File: src/rtl/cpu_pkg.sv
// Shared CPU definitions: fetch-state encoding, datapath widths and the default bubble word.
package cpu_pkg;

    localparam int INST_W = 32;
    localparam int ADDR_W = 32;

    localparam logic [INST_W-1:0] NOP_DEFAULT = 32'h0000_0000;

    typedef enum logic {
        REQ,
        HOLD
    } fetch_state_t;

endpackage

File: src/rtl/if_id_reg.sv
// IF/ID pipeline register: PC+4, instruction and valid flag with load, hold and bubble controls.
module if_id_reg
    import cpu_pkg::*;
#(
    parameter logic [INST_W-1:0] NOP_INST = NOP_DEFAULT
) (
    input  logic              clk_i,
    input  logic              rst_i,
    input  logic              load_i,
    input  logic              bubble_i,
    input  logic [ADDR_W-1:0] pc_i,
    input  logic [INST_W-1:0] inst_i,
    output logic [ADDR_W-1:0] pc_o,
    output logic [INST_W-1:0] inst_o,
    output logic              valid_o
);

    logic [ADDR_W-1:0] pc_p1;
    logic [INST_W-1:0] inst_p1;
    logic              vld_p1;

    // IF -> ID boundary; a bubble keeps the PC field so decode still sees the last address
    always_ff @(posedge clk_i or posedge rst_i) begin
        if (rst_i) begin
            pc_p1   <= '0;
            inst_p1 <= NOP_INST;
            vld_p1  <= 1'b0;
        end else if (bubble_i) begin
            inst_p1 <= NOP_INST;
            vld_p1  <= 1'b0;
        end else if (load_i) begin
            pc_p1   <= pc_i;
            inst_p1 <= inst_i;
            vld_p1  <= 1'b1;
        end
    end

    assign pc_o    = pc_p1;
    assign inst_o  = inst_p1;
    assign valid_o = vld_p1;

endmodule

File: src/rtl/if_stage.sv
// Instruction-fetch stage: PC, imem req/ack FSM, branch redirect and hazard hold buffer.
// Optional STALL_CNT_EN adds a saturating stall-cycle counter on stall_cnt_o.
module if_stage
    import cpu_pkg::*;
#(
    parameter logic [ADDR_W-1:0] RESET_PC = 32'h0000_0000,
    parameter logic [INST_W-1:0] NOP_INST = NOP_DEFAULT
) (
    input  logic              clk_i,
    input  logic              rst_i,
    input  logic              hazard_i,
    input  logic              flush_i,
    input  logic [ADDR_W-1:0] branch_target_i,
    output logic              imem_req_o,
    output logic [ADDR_W-1:0] imem_addr_o,
    input  logic              imem_ack_i,
    input  logic [INST_W-1:0] imem_data_i,
    output logic [ADDR_W-1:0] ifid_pc_o,
    output logic [INST_W-1:0] ifid_inst_o,
    output logic              ifid_valid_o
`ifdef STALL_CNT_EN
    ,
    output logic [31:0]       stall_cnt_o
`endif
);

    fetch_state_t      state, state_nxt;
    logic [ADDR_W-1:0] pc, pc_nxt, pc_inc;
    logic              pend, pend_nxt;
    logic [ADDR_W-1:0] target, target_nxt;
    logic [INST_W-1:0] hold_buf;
    logic              buf_ld;
    logic              ifid_load, ifid_bubble;
    logic [INST_W-1:0] ifid_inst_d;

    assign pc_inc = pc + 32'd4;

    always_comb begin
        state_nxt   = state;
        pc_nxt      = pc;
        pend_nxt    = pend;
        target_nxt  = target;
        buf_ld      = 1'b0;
        ifid_load   = 1'b0;
        ifid_bubble = 1'b0;
        ifid_inst_d = imem_data_i;
        case (state)
            REQ: begin
                if (imem_ack_i) begin
                    if (flush_i) begin
                        pc_nxt      = branch_target_i;
                        pend_nxt    = 1'b0;
                        ifid_bubble = 1'b1;
                    end else if (pend) begin
                        // the returning word belongs to the abandoned path
                        pc_nxt      = target;
                        pend_nxt    = 1'b0;
                        ifid_bubble = !hazard_i;
                    end else if (hazard_i) begin
                        buf_ld    = 1'b1;
                        state_nxt = HOLD;
                    end else begin
                        pc_nxt    = pc_inc;
                        ifid_load = 1'b1;
                    end
                end else if (flush_i) begin
                    // address must stay stable until ack, so defer the redirect
                    target_nxt  = branch_target_i;
                    pend_nxt    = 1'b1;
                    ifid_bubble = 1'b1;
                end else begin
                    ifid_bubble = !hazard_i;
                end
            end
            HOLD: begin
                if (flush_i) begin
                    pc_nxt      = branch_target_i;
                    ifid_bubble = 1'b1;
                    state_nxt   = REQ;
                end else if (!hazard_i) begin
                    pc_nxt      = pc_inc;
                    ifid_load   = 1'b1;
                    ifid_inst_d = hold_buf;
                    state_nxt   = REQ;
                end
            end
            default: state_nxt = REQ;
        endcase
    end

    always_ff @(posedge clk_i or posedge rst_i) begin
        if (rst_i) begin
            state <= REQ;
            pc    <= RESET_PC;
            pend  <= 1'b0;
        end else begin
            state <= state_nxt;
            pc    <= pc_nxt;
            pend  <= pend_nxt;
        end
    end

    always_ff @(posedge clk_i) begin
        target <= target_nxt;
        if (buf_ld) begin
            hold_buf <= imem_data_i;
        end
    end

    assign imem_req_o  = (state == REQ) && !rst_i;
    assign imem_addr_o = pc;

    if_id_reg #(
        .NOP_INST(NOP_INST)
    ) u_if_id_reg (
        .clk_i   (clk_i),
        .rst_i   (rst_i),
        .load_i  (ifid_load),
        .bubble_i(ifid_bubble),
        .pc_i    (pc_inc),
        .inst_i  (ifid_inst_d),
        .pc_o    (ifid_pc_o),
        .inst_o  (ifid_inst_o),
        .valid_o (ifid_valid_o)
    );

`ifdef STALL_CNT_EN
    function automatic logic [31:0] sat_inc(input logic [31:0] v);
        return (v == 32'hFFFF_FFFF) ? v : v + 32'd1;
    endfunction

    logic [31:0] stall_cnt;

    always_ff @(posedge clk_i or posedge rst_i) begin
        if (rst_i) begin
            stall_cnt <= '0;
        end else if (hazard_i || ((state == REQ) && !imem_ack_i)) begin
            stall_cnt <= sat_inc(stall_cnt);
        end
    end

    assign stall_cnt_o = stall_cnt;
`endif

endmodule

File: config.mk
export PLATFORM = sky130hd
export DESIGN_NAME = if_stage
export DESIGN_NICKNAME = d
export VERILOG_FILES = /design/src/rtl/cpu_pkg.sv /design/src/rtl/if_id_reg.sv /design/src/rtl/if_stage.sv
export SDC_FILE = /design/constraint.sdc
export NUM_CORES = 1
export LEC_CHECK = 0
export BUFFER_PORTS_ARGS = -buffer_cell sky130_fd_sc_hd__buf_2
export CAP_MARGIN = 30
export CORE_AREA = 2 2 118 120
export DETAILED_ROUTE_END_ITERATION = 8
export DIE_AREA = 0 0 120 122
export PLACE_DENSITY = 0.81
export SYNTH_ARGS = -nofsm -noshare
export SYNTH_HDL_FRONTEND = slang
export SYNTH_SLANG_ARGS = --single-unit
File: constraint.sdc
create_clock -name clk_i -period 6.19 [get_ports clk_i]
set_input_delay 1.857 -clock clk_i [delete_from_list [all_inputs] [get_ports clk_i]]
set_output_delay 1.857 -clock clk_i [all_outputs]
set_load 0.03 [all_outputs]
==> reports/metrics.yaml <==
status:
  status: "finished clean"
drt:
  dr.pass1.iters: 5
  wl_per_cell_um: 18.5
  ant_nets: 0
  via_per_inst: 5.93
  drtIter0Drc: 961
  route.vias.total: 6388
  wl_um: 20000
  drc: 0
synth:
  synth_area_mm2: 0.00767
  synthArstFlopShare_pct: 60.7
  avgSynthCellArea_um2: 10.3
  yosys_warnings: 0
  synth_cells: 741
  seq_area_frac_synth_pct: 57.4
  synth_edf_count: 64
  ys_ff_latch: 163
  syn-num-nets: 811
  synthDistinctLibCells: 62
  synth-main-ff-cell: "dfrtp_1"
finish:
  fin_area_mm2: 0.00922
  layout.nets: 955
  layout_commonest_cell: "buf_2"
  n_antenna_cell: 0
  instances_no_fill: 1078
  layout_common_cells: "buf_2 (166), nand2_1 (107), dfrtp_1 (99)"
  fillers: 1069
  multiInputGateArea_mm2: 0.00304
  areaGrowthSynthToFinish_pct: 20.3
  register_area_mm2: 0.00440
  drive_above_1_share_pct: 25.2
die:
  die-area_mm2: 0.0146
  ios: 167
  coreArea_mm2: 0.0135
  fp-row-count: 43
  initial_utilization_pct: 56.8
  die_h_um: 122
  die_x_um: 120
worst_hold_path:
  hp-start: "u_if_id_reg.inst_o[8]"
  hp-class: "flop to flop"
clock_tree:
  clock-sinks: 163
  hold_buffers: 0
  ctsRootBufferMaster: "clkbuf_16"
  numCtsBuffers: 17
  ctsResizeCount: 0
  clk_latency_ns: 0.43
  cts_setup_buffers: 0
  clockBufferDepth: 2
  cts.htree.levels: 4
  cts_tree: "yes"
  cts.clk_slew.worst_paths_ns: 0.06
timing:
  finalSetupViolations: 0
  max_slew_margin_pct: 50.2
  finalCriticalPeriod_ns: 4.11
  drv_slew: 0
  fmax_ghz: 0.243
  setup_tns_ns: 0
  worst_slew_pin_slew_ns: 0.740
  hold_slack_ns: 0.476
  period_share_pct: 66.4
  rsz0062_at_grt: "no"
  finalHoldViolCount: 0
  finalClockSkew_ns: 0.00897
place:
  io_buffer_count: 166
  placed_area_mm2: 0.00864
  dp.cells: 1046
  place_hpwl_um: 13800
  gp_congestion: 0.945
setup_path:
  critPathMaxFanout: 2
  crit_arrival_ns: 2.25
  crit_path_end_kind: "output port"
  crit_path_start: "rst_i"
  critical_path_class: "primary input to output port"
  cp_slowest_cell: "buf_2"
  reg2reg_from: "imem_addr_o[2]"
  start_kind: "primary input"
  slowest_delay_ns: 0.20
  path_cells: "buf_2 > nor2_1 > buf_2"
  timing.critical_path.mode_cell: "buf_2"
  critPathRequiredTime_ns: 4.33
pwr:
  pwr_density_cell_mw_per_mm2: 332
  ir_worst_vdd_mv: 0.188
  power_mw: 3.06
  p_leak_nw: 3.86
global_routing:
  grt-ovfl-total: 0
  gr-usage-all-layers_pct: 28.0
  antenna_found_initial: 0
  grt_pass1_wl_um: 31500
  grt_pass1_vias: 5927
  grt_max_degree: 57
job:
  drv_cap: 0
logic make-up (layout without fill, tap and decap cells):
| family | after synthesis | in the layout | share of synthesized area, % |
|---|---|---|---|
| muxes | 32 | 32 | 4.18 |
| xor gates and xnor gates | 27 | 27 | 3.08 |
| adders and majority gates | 1 | 1 | 0.163 |
| AOI/OAI and AO/OA | 196 | 196 | 15.5 |
| and+or+nand+nor | 259 | 259 | 16.3 |
| DFF | 163 | 163 | 57.4 |
| buffers and inverters | 63 | 220 | 3.39 |
cell type report:
type | instances | share of cell area (%)
Clock inverter | 14 | 1.44
Clock buffer | 18 | 4.88
Timing Repair Buffer | 178 | 10.1
Inverter | 10 | 0.434
Multi-Input combinational cell | 515 | 33.0
Sequential cell | 163 | 47.7
Tap cell | 180 | 2.44
power breakdown:
group	internal, mW	total [mW]	switching, mW
registers	1.24	1.37	0.127
logic	0.199	0.654	0.455
clock network	0.558	1.03	0.474
final timing paths:
check                                        end  slack (ns)  cells after the start
max                                   imem_req_o        2.08                      3
min                        u_if_id_reg.inst_o[8]        0.48                      2
max reg2reg                      imem_addr_o[16]        3.66                      6
min reg2reg                u_if_id_reg.inst_o[8]        0.48                      2
max in group asynchronous        imem_addr_o[28]        3.57                      3
min in group asynchronous         imem_addr_o[0]        1.53                      2
synth_stat cells, types with 3 or more instances:
library cell / number / share of area, %
or2_2: 3 / 0.24
nand3_1: 22 / 1.4
a22o_1: 5 / 0.57
a221o_1: 3 / 0.39
o31ai_1: 4 / 0.39
inv_1: 8 / 0.39
nor4_1: 7 / 0.57
o2bb2ai_1: 5 / 0.57
o22ai_1: 4 / 0.33
a211oi_1: 4 / 0.39
nor2_1: 47 / 2.3
o21ai_1: 5 / 0.33
o21ai_0: 94 / 6.1
xnor2_1: 18 / 2.1
nand2_1: 107 / 5.2
nand4_1: 9 / 0.73
nor3_1: 23 / 1.5
dfrtp_1: 99 / 32
xor2_1: 9 / 1.0
mux2i_1: 32 / 4.2
nand2b_1: 4 / 0.33
a221oi_1: 9 / 1.0
and3_1: 8 / 0.65
and4_1: 5 / 0.57
edfxtp_1: 64 / 25
a21oi_1: 31 / 2.0
and2_1: 3 / 0.24
buf_1: 4 / 0.20
or3_1: 3 / 0.24
a31oi_1: 7 / 0.57
clkbuf_1: 39 / 1.9
nor2b_1: 7 / 0.57
a22oi_1: 6 / 0.59
buf_2: 6 / 0.39
sequential cells by signal, summed over array words and instances, names as in the netlist:
signal / cells
u_if_id_reg.pc_o: 32
pend: 1
state: 1
imem_addr_o: 32
target: 32
u_if_id_reg.valid_o: 1
u_if_id_reg.inst_o: 32
hold_buf: 32
per-layer routing:
layer  global-route usage (%)  up-vias  wire (um)
li1                         -     2991          -
met1                     40.4     3031       8760
met2                     41.9      333       9030
met3                     6.23       33       1770
met4                     10.2        0        396
met5                        0        -          0
per-stage QoR:
step	setup WS [ns]	utilization, %
after global routing	2.06	68.3
after detailed placement	1.99	64.0
after floorplan	0.965	-
after CTS	2.07	68.3
after global placement	2.02	63.8
final	2.08	68.3
critical path: cells and delay by family:
kind	cells	cell delay (ns)
buffers and inverters	2	0.32
AND/OR/NAND/NOR	1	0.08
Power figures use the tool's default switching activity.
